<file path="src/rtl/scroll_pkg.sv">
// scroll_pkg: shared types and defaults for the scroller sequencer.
//   state_t   sequencer states (FETCH, WAIT, LOAD, HOLD)
//   *_DEF     default parameter values
//   cnt_w()   register width needed to hold the values 0..n-1
package scroll_pkg;

   typedef enum logic [1:0] {
      FETCH = 2'd0,
      WAIT  = 2'd1,
      LOAD  = 2'd2,
      HOLD  = 2'd3
   } state_t;

   localparam int TICK_DIV_DEF        = 25_000_000;
   localparam int READ_LAT_DEF        = 2;
   localparam int SHIFTS_PER_WORD_DEF = 8;

   function automatic int cnt_w(input int n);
      return (n <= 2) ? 1 : $clog2(n);
   endfunction

endpackage

</file>
<file path="src/rtl/scroll_tick_gen.sv">
// scroll_tick_gen: shift-step prescaler.
//   clk_sys  clock
//   rst_b    async active-low reset
//   clr      return the count to 0 (has priority over en)
//   en       count this cycle; when disabled the count is held
//   tick     high for the enabled cycle in which the count is TICK_DIV-1
// tick is decoded from the count register so the sequencer can register
// shift_en on the same edge where the prescaler wraps to 0.
module scroll_tick_gen
   import scroll_pkg::*;
#(
   parameter int TICK_DIV = TICK_DIV_DEF
) (
   input  logic clk_sys,
   input  logic rst_b,
   input  logic clr,
   input  logic en,
   output logic tick
);

   localparam int            W    = cnt_w(TICK_DIV);
   localparam logic [W-1:0]  LAST = W'(TICK_DIV - 1);

   logic [W-1:0] cnt;

   assign tick = en && (cnt == LAST);

   always_ff @(posedge clk_sys or negedge rst_b) begin
      if (!rst_b) begin
         cnt <= '0;
      end else if (clr) begin
         cnt <= '0;
      end else if (en) begin
         cnt <= (cnt == LAST) ? '0 : cnt + 1'b1;
      end
   end

endmodule

</file>
<file path="src/rtl/scroll_ctrl.sv">
// scroll_ctrl: sequencer for the eight-digit scroller datapath.
// Fetches message words from the BRAM read port, loads each one into the
// circular shift register, rotates it with timed shift pulses, then moves
// on to the next word (wrapping after NUM_WORDS).
//   CLK100MHZ   clock
//   CPU_RESETN  async active-low reset
//   run         1 = scrolling advances, 0 = prescaler frozen
//   restart     pulse: back to word 0
//   step        (SCROLL_STEP_EN only) manual shift while run=0 in HOLD
//   enb/addrb   BRAM port-B read enable / address
//   load_en     shift register captures doutb
//   shift_en    shift register rotates one digit
//   wrap        final shift of the last word
// Optional feature macro: SCROLL_STEP_EN.
//
// state | meaning
// ------+--------------------------------------------------------------
// FETCH | issue enb for one cycle with addrb = word index
// WAIT  | wait out the remaining BRAM read latency
// LOAD  | pulse load_en while doutb is valid, clear shift/prescaler
// HOLD  | issue shift_en on each tick; after the last shift go to FETCH
module scroll_ctrl
   import scroll_pkg::*;
#(
   parameter int TICK_DIV        = TICK_DIV_DEF,
   parameter int ADDR_W          = 4,
   parameter int NUM_WORDS       = 16,
   parameter int READ_LAT        = READ_LAT_DEF,
   parameter int SHIFTS_PER_WORD = SHIFTS_PER_WORD_DEF
) (
   input  logic              CLK100MHZ,
   input  logic              CPU_RESETN,
   input  logic              run,
   input  logic              restart,
`ifdef SCROLL_STEP_EN
   input  logic              step,
`endif
   output logic              enb,
   output logic [ADDR_W-1:0] addrb,
   output logic              load_en,
   output logic              shift_en,
   output logic              wrap
);

   localparam int                SW         = cnt_w(SHIFTS_PER_WORD);
   localparam logic [SW-1:0]     LAST_SHIFT = SW'(SHIFTS_PER_WORD - 1);
   localparam logic [ADDR_W-1:0] LAST_WORD  = ADDR_W'(NUM_WORDS - 1);
   localparam int                WW         = cnt_w(READ_LAT);
   // WAIT is a down-counter; with a latency of 1 the LOAD follows FETCH
   // directly and WAIT is never entered.
   localparam logic [WW-1:0]     WAIT_LOAD  = WW'((READ_LAT >= 2) ? READ_LAT - 2 : 0);

   state_t             state;
   logic [ADDR_W-1:0]  word_idx;
   logic [SW-1:0]      shift_cnt;
   logic [WW-1:0]      wait_cnt;
   logic               tick;
   logic               tick_clr;
   logic               tick_en;
   logic               step_hit;

   // restart clears the prescaler and suppresses a coincident tick
   assign tick_clr = restart || (state == LOAD);
   assign tick_en  = (state == HOLD) && run && !restart;

`ifdef SCROLL_STEP_EN
   assign step_hit = (state == HOLD) && step && !run;
`else
   assign step_hit = 1'b0;
`endif

   scroll_tick_gen #(
      .TICK_DIV (TICK_DIV)
   ) u_tick_gen (
      .clk_sys (CLK100MHZ),
      .rst_b   (CPU_RESETN),
      .clr     (tick_clr),
      .en      (tick_en),
      .tick    (tick)
   );

   always_ff @(posedge CLK100MHZ or negedge CPU_RESETN) begin
      if (!CPU_RESETN) begin
         state     <= FETCH;
         word_idx  <= '0;
         shift_cnt <= '0;
         wait_cnt  <= '0;
         enb       <= 1'b0;
         addrb     <= '0;
         load_en   <= 1'b0;
         shift_en  <= 1'b0;
         wrap      <= 1'b0;
      end else begin
         enb      <= 1'b0;
         load_en  <= 1'b0;
         shift_en <= 1'b0;
         wrap     <= 1'b0;
         if (restart) begin
            state     <= FETCH;
            word_idx  <= '0;
            shift_cnt <= '0;
            addrb     <= '0;
         end else begin
            case (state)
               FETCH: begin
                  enb      <= 1'b1;
                  addrb    <= word_idx;
                  wait_cnt <= WAIT_LOAD;
                  state    <= (READ_LAT >= 2) ? WAIT : LOAD;
               end
               WAIT: begin
                  if (wait_cnt == '0) begin
                     state <= LOAD;
                  end else begin
                     wait_cnt <= wait_cnt - 1'b1;
                  end
               end
               LOAD: begin
                  load_en   <= 1'b1;
                  shift_cnt <= '0;
                  state     <= HOLD;
               end
               HOLD: begin
                  if (tick || step_hit) begin
                     shift_en <= 1'b1;
                     if (shift_cnt == LAST_SHIFT) begin
                        shift_cnt <= '0;
                        state     <= FETCH;
                        if (word_idx == LAST_WORD) begin
                           wrap     <= 1'b1;
                           word_idx <= '0;
                        end else begin
                           word_idx <= word_idx + 1'b1;
                        end
                     end else begin
                        shift_cnt <= shift_cnt + 1'b1;
                     end
                  end
               end
               default: state <= FETCH;
            endcase
         end
      end
   end

endmodule

</file>
<file path="config.mk">
export PLATFORM = sky130hd
export DESIGN_NAME = scroll_ctrl
export DESIGN_NICKNAME = d
export VERILOG_FILES = /design/src/rtl/scroll_pkg.sv /design/src/rtl/scroll_tick_gen.sv /design/src/rtl/scroll_ctrl.sv
export SDC_FILE = /design/constraint.sdc
export NUM_CORES = 1
export LEC_CHECK = 0
export BUFFER_PORTS_ARGS = -buffer_cell sky130_fd_sc_hd__buf_2
export CORE_ASPECT_RATIO = 1.75
export CORE_UTILIZATION = 65
export CTS_CLUSTER_SIZE = 40
export DETAILED_ROUTE_END_ITERATION = 16
export HOLD_SLACK_MARGIN = 0.02
export PLACE_DENSITY = 0.84
export SLEW_MARGIN = 30
export SYNTH_ARGS = -nofsm -noshare
export SYNTH_HDL_FRONTEND = slang
export SYNTH_SLANG_ARGS = --single-unit
</file>
<file path="constraint.sdc">
create_clock -name CLK100MHZ -period 5.1 [get_ports CLK100MHZ]
set_input_delay 1.02 -clock CLK100MHZ [delete_from_list [all_inputs] [get_ports CLK100MHZ]]
set_output_delay 1.02 -clock CLK100MHZ [all_outputs]
set_load 0.01 [all_outputs]
</file>
==> impl_results.md <==
* Post-synth EDFFs at 0
* Avg Cell Area, Syn at between 9 and 10 µm²
* Core area at 3630 µm²
* TritonCTS buffer count at 5
* Hold_ws at roughly 0.52 ns
* Comb pwr share at 11.9%
* Worst-Skew Late Latency at around 0.29 ns
* Count of final max-slew check failures at 0
* Clk pwr share at 34.0%
* # nets final at 282
* Hold path depth at 2
* Hold Startpoint: addrb[0]$_DFFE_PN0P_
* Die X-Extent at 48.7 µm
* Buffers on Ports at 11
* Post-CTS setup buffers at 0
* Root Buffer: clkbuf_8
* Initial Util at 68.5%
* # rows at 29
* Clk pin slew, worst setup/hold paths at 0.08 ns
* Die area at 4080 µm²
* Power per cell area at 241 nW/µm²
* Crit path max fanout at 18
* Core Util, Final at 72.7%
* Seq/Total Area, Yosys at ~42%
* P_leak at 1.15 nW
* DRC viols at 0
* Crit-path slowest cell: or4_1
* Synth Flop Type: dfrtp_1
* Syn Nets at ~280
* Number of antenna violations at the first check in global routing at 0
* FF-to-FF Start: u_tick_gen.cnt[0]$_DFFE_PN0P_
* Setup TNS at 0 ns
* CTS tree: done
* Worst-case reg-to-reg path depth at 6
* Largest net degree at the start of global routing at 43
* Area post-placement at about 2500 µm²
* Layout area overhead at 6.14%
* CTS sink cnt at 42
* Drt wl/cell at between 15 and 20 µm
* Final Hold Viols at 0
* Starting DRT DRC Count at 118
* H-tree lvl count at 2
* WL final at 5450 µm
* Crit path largest cell delay at 0.50 ns
* Via density at 6.62
* Max rail drop VDD at 0.198 mV
* DR vias at 2105
* Sw Share at 25.9%
* Slew HR at 53.5%
* Syn Std Cell Area at 2480 µm²
* Crit end category: flop
* Critical path class: primary input to flop
* Ratio of cells with drive above 1 in the final layout at 14.0%
* Run status: finished clean
* Longest Clk Path Bufs at 2
* Die Ht at between 80 and 90 µm
* Initial DRT Pass Iterations at 4
* First-pass GRT wire length at just under 10000 µm
* Psw at 0.000164 W
* Post-Synthesis Cells at 264
* Largest cells by area after synthesis: dfrtp_1, nand3_1, nor2_1
* Share of the synthesized area in the top cell type at between 40% and 50%
* Most numerous cell in the Yosys netlist: dfrtp_1
* Finish-stage setup viols at 0
* IO Count at 12
* Most instantiated cells after synthesis: dfrtp_1, nor2_1, nand2_1, nand3_1, a21oi_1
* Synthesis Warnings at 0
* Startpoint types: primary input
* Internal at 0.000471 W
* Max-Cap Viols at 0
* Final Cell Area at 2640 µm²
* Fraction of registers with async set/reset at 100%
* HP Class: flop to flop
* Synthesized flop and latch total at 42
* Tightest Pin Transition at 0.696 ns
* Hold EP: addrb[0]$_DFFE_PN0P_
* ANT nets after route at 0
* Max Clock Skew at 0.00912 ns
* Worst reg2reg path endpoint: u_tick_gen.cnt[15]$_DFFE_PN0P_
* Gr ovfl total at 0
* FMAX at 430 MHz
* Antenna cells at 0
* Tmin final at ~2.3 ns
* Data required time of the worst path at ~5.3 ns
* CTS Hold Bufs at 0
* Sequential Power Share at 54.2%
* CP cell instances: buf_2 > nand2_1 > a21o_1 > or4_1 > o21ai_1
* Overall global routing resource usage at between 30% and 40%
* RSZ-0062 raised after global routing: no
* Post-CTS sizing at 0
* Dominant cell type by area after synthesis: dfrtp_1
* Yosys cell types at 56
* GP Congestion at between 0.9 and 1
* Post-DP HPWL at about 3900 µm
* Reg-to-reg slack, setup at 2.90 ns
* Data arrival, critical path at ~2.6 ns
* Vias in the first global route at 2120
* Final Cycle Share at 45.6%
## through the flow
stage / worst slack [ns] / total power (W) / instances
after floorplan: 3.02 / 0.000404 / 264
after global placement: 2.55 / 0.000423 / 310
after detailed placement: 2.50 / 0.000426 / 310
after CTS: 2.80 / 0.000641 / 318
after global routing: 2.65 / 0.000662 / 318
final: 2.77 / 0.000635 / 318
## flip-flops by register name (all words and copies together), names as in the netlist
signal and flops:
state 2, shift_en 1, load_en 1, shift_cnt 3, addrb 4, word_idx 4
wrap 1, enb 1, u_tick_gen.cnt 25
## cells by family after synthesis
kind of cell / count (synthesis) / synth area share, %
simple gates: 137 / 32.7
mux: 8 / 3.27
fa+ha+maj: 7 / 3.52
buf+inv: 17 / 3.22
xor+xnor: 11 / 3.88
flops: 42 / 42.3
compound gates: 42 / 11.1
## cell type report
class	count	area, µm²
fillers	304	991
well taps	46	57.6
inverters	5	18.8
repair buffers	12	65.1
clock inverters	1	5.00
flip-flops and latches	42	1050
multi-input cells	205	1350
clock buffers	7	86.3
## layout by cell type, fill, tap and decap left out, types with 3 or more instances in the layout
| cell | Yosys | routed |
|---|---|---|
| a21oi_1 | 15 | 15 |
| a31oi_1 | 3 | 3 |
| and2_1 | 6 | 6 |
| and3_1 | 3 | 3 |
| buf_2 | 3 | 10 |
| clkbuf_8 | 0 | 6 |
| dfrtp_1 | 42 | 42 |
| ha_1 | 7 | 7 |
| inv_1 | 5 | 5 |
| mux2i_1 | 7 | 7 |
| nand2_1 | 23 | 23 |
| nand3_1 | 23 | 23 |
| nand4_1 | 12 | 12 |
| nor2_1 | 28 | 28 |
| nor2b_1 | 4 | 4 |
| nor3_1 | 5 | 5 |
| o2111ai_1 | 3 | 3 |
| o21ai_0 | 6 | 6 |
| o21ai_1 | 4 | 4 |
| or4_1 | 6 | 6 |
| xnor2_1 | 3 | 3 |
| xor2_1 | 8 | 8 |
## worst max-delay path by stage
stage	startpoint	end	slack (ns)	cells past startpoint
global route	run	u_tick_gen.cnt[21]$_DFFE_PN0P_	2.65	5
global placement	run	u_tick_gen.cnt[17]$_DFFE_PN0P_	2.55	5
floorplan	restart	u_tick_gen.cnt[5]$_DFFE_PN0P_	3.02	5
detailed placement	restart	u_tick_gen.cnt[14]$_DFFE_PN0P_	2.50	7
finish	run	u_tick_gen.cnt[7]$_DFFE_PN0P_	2.77	5
CTS	run	u_tick_gen.cnt[7]$_DFFE_PN0P_	2.80	5
## power by group through the flow
stage	clock network [W]	registers [W]	logic [W]
2_1_floorplan	0	0.000351	0.0000533
3_3_place_gp	0	0.000350	0.0000735
3_5_place_dp	0	0.000351	0.0000753
4_1_cts	0.000222	0.000344	0.0000754
5_1_grt	0.000233	0.000345	0.0000845
6_report	0.000216	0.000344	0.0000754
## worst max-delay path: cells and delay by family
| family | cells | cell delay, ns |
|---|---|---|
| compound gates | 2 | 0.52 |
| buf+inv | 1 | 0.11 |
| simple gates | 2 | 0.91 |
## per-layer routing
layer,GRT usage [%],wire (µm),share of wire [%],vias up
met5,0,0,0,-
met4,18.7,218,4.0,0
met3,4.37,219,4.0,23
met2,53.8,2980,55,80
met1,33.2,2030,37,1029
li1,-,-,-,973
Power figures use the tool's default switching activity.
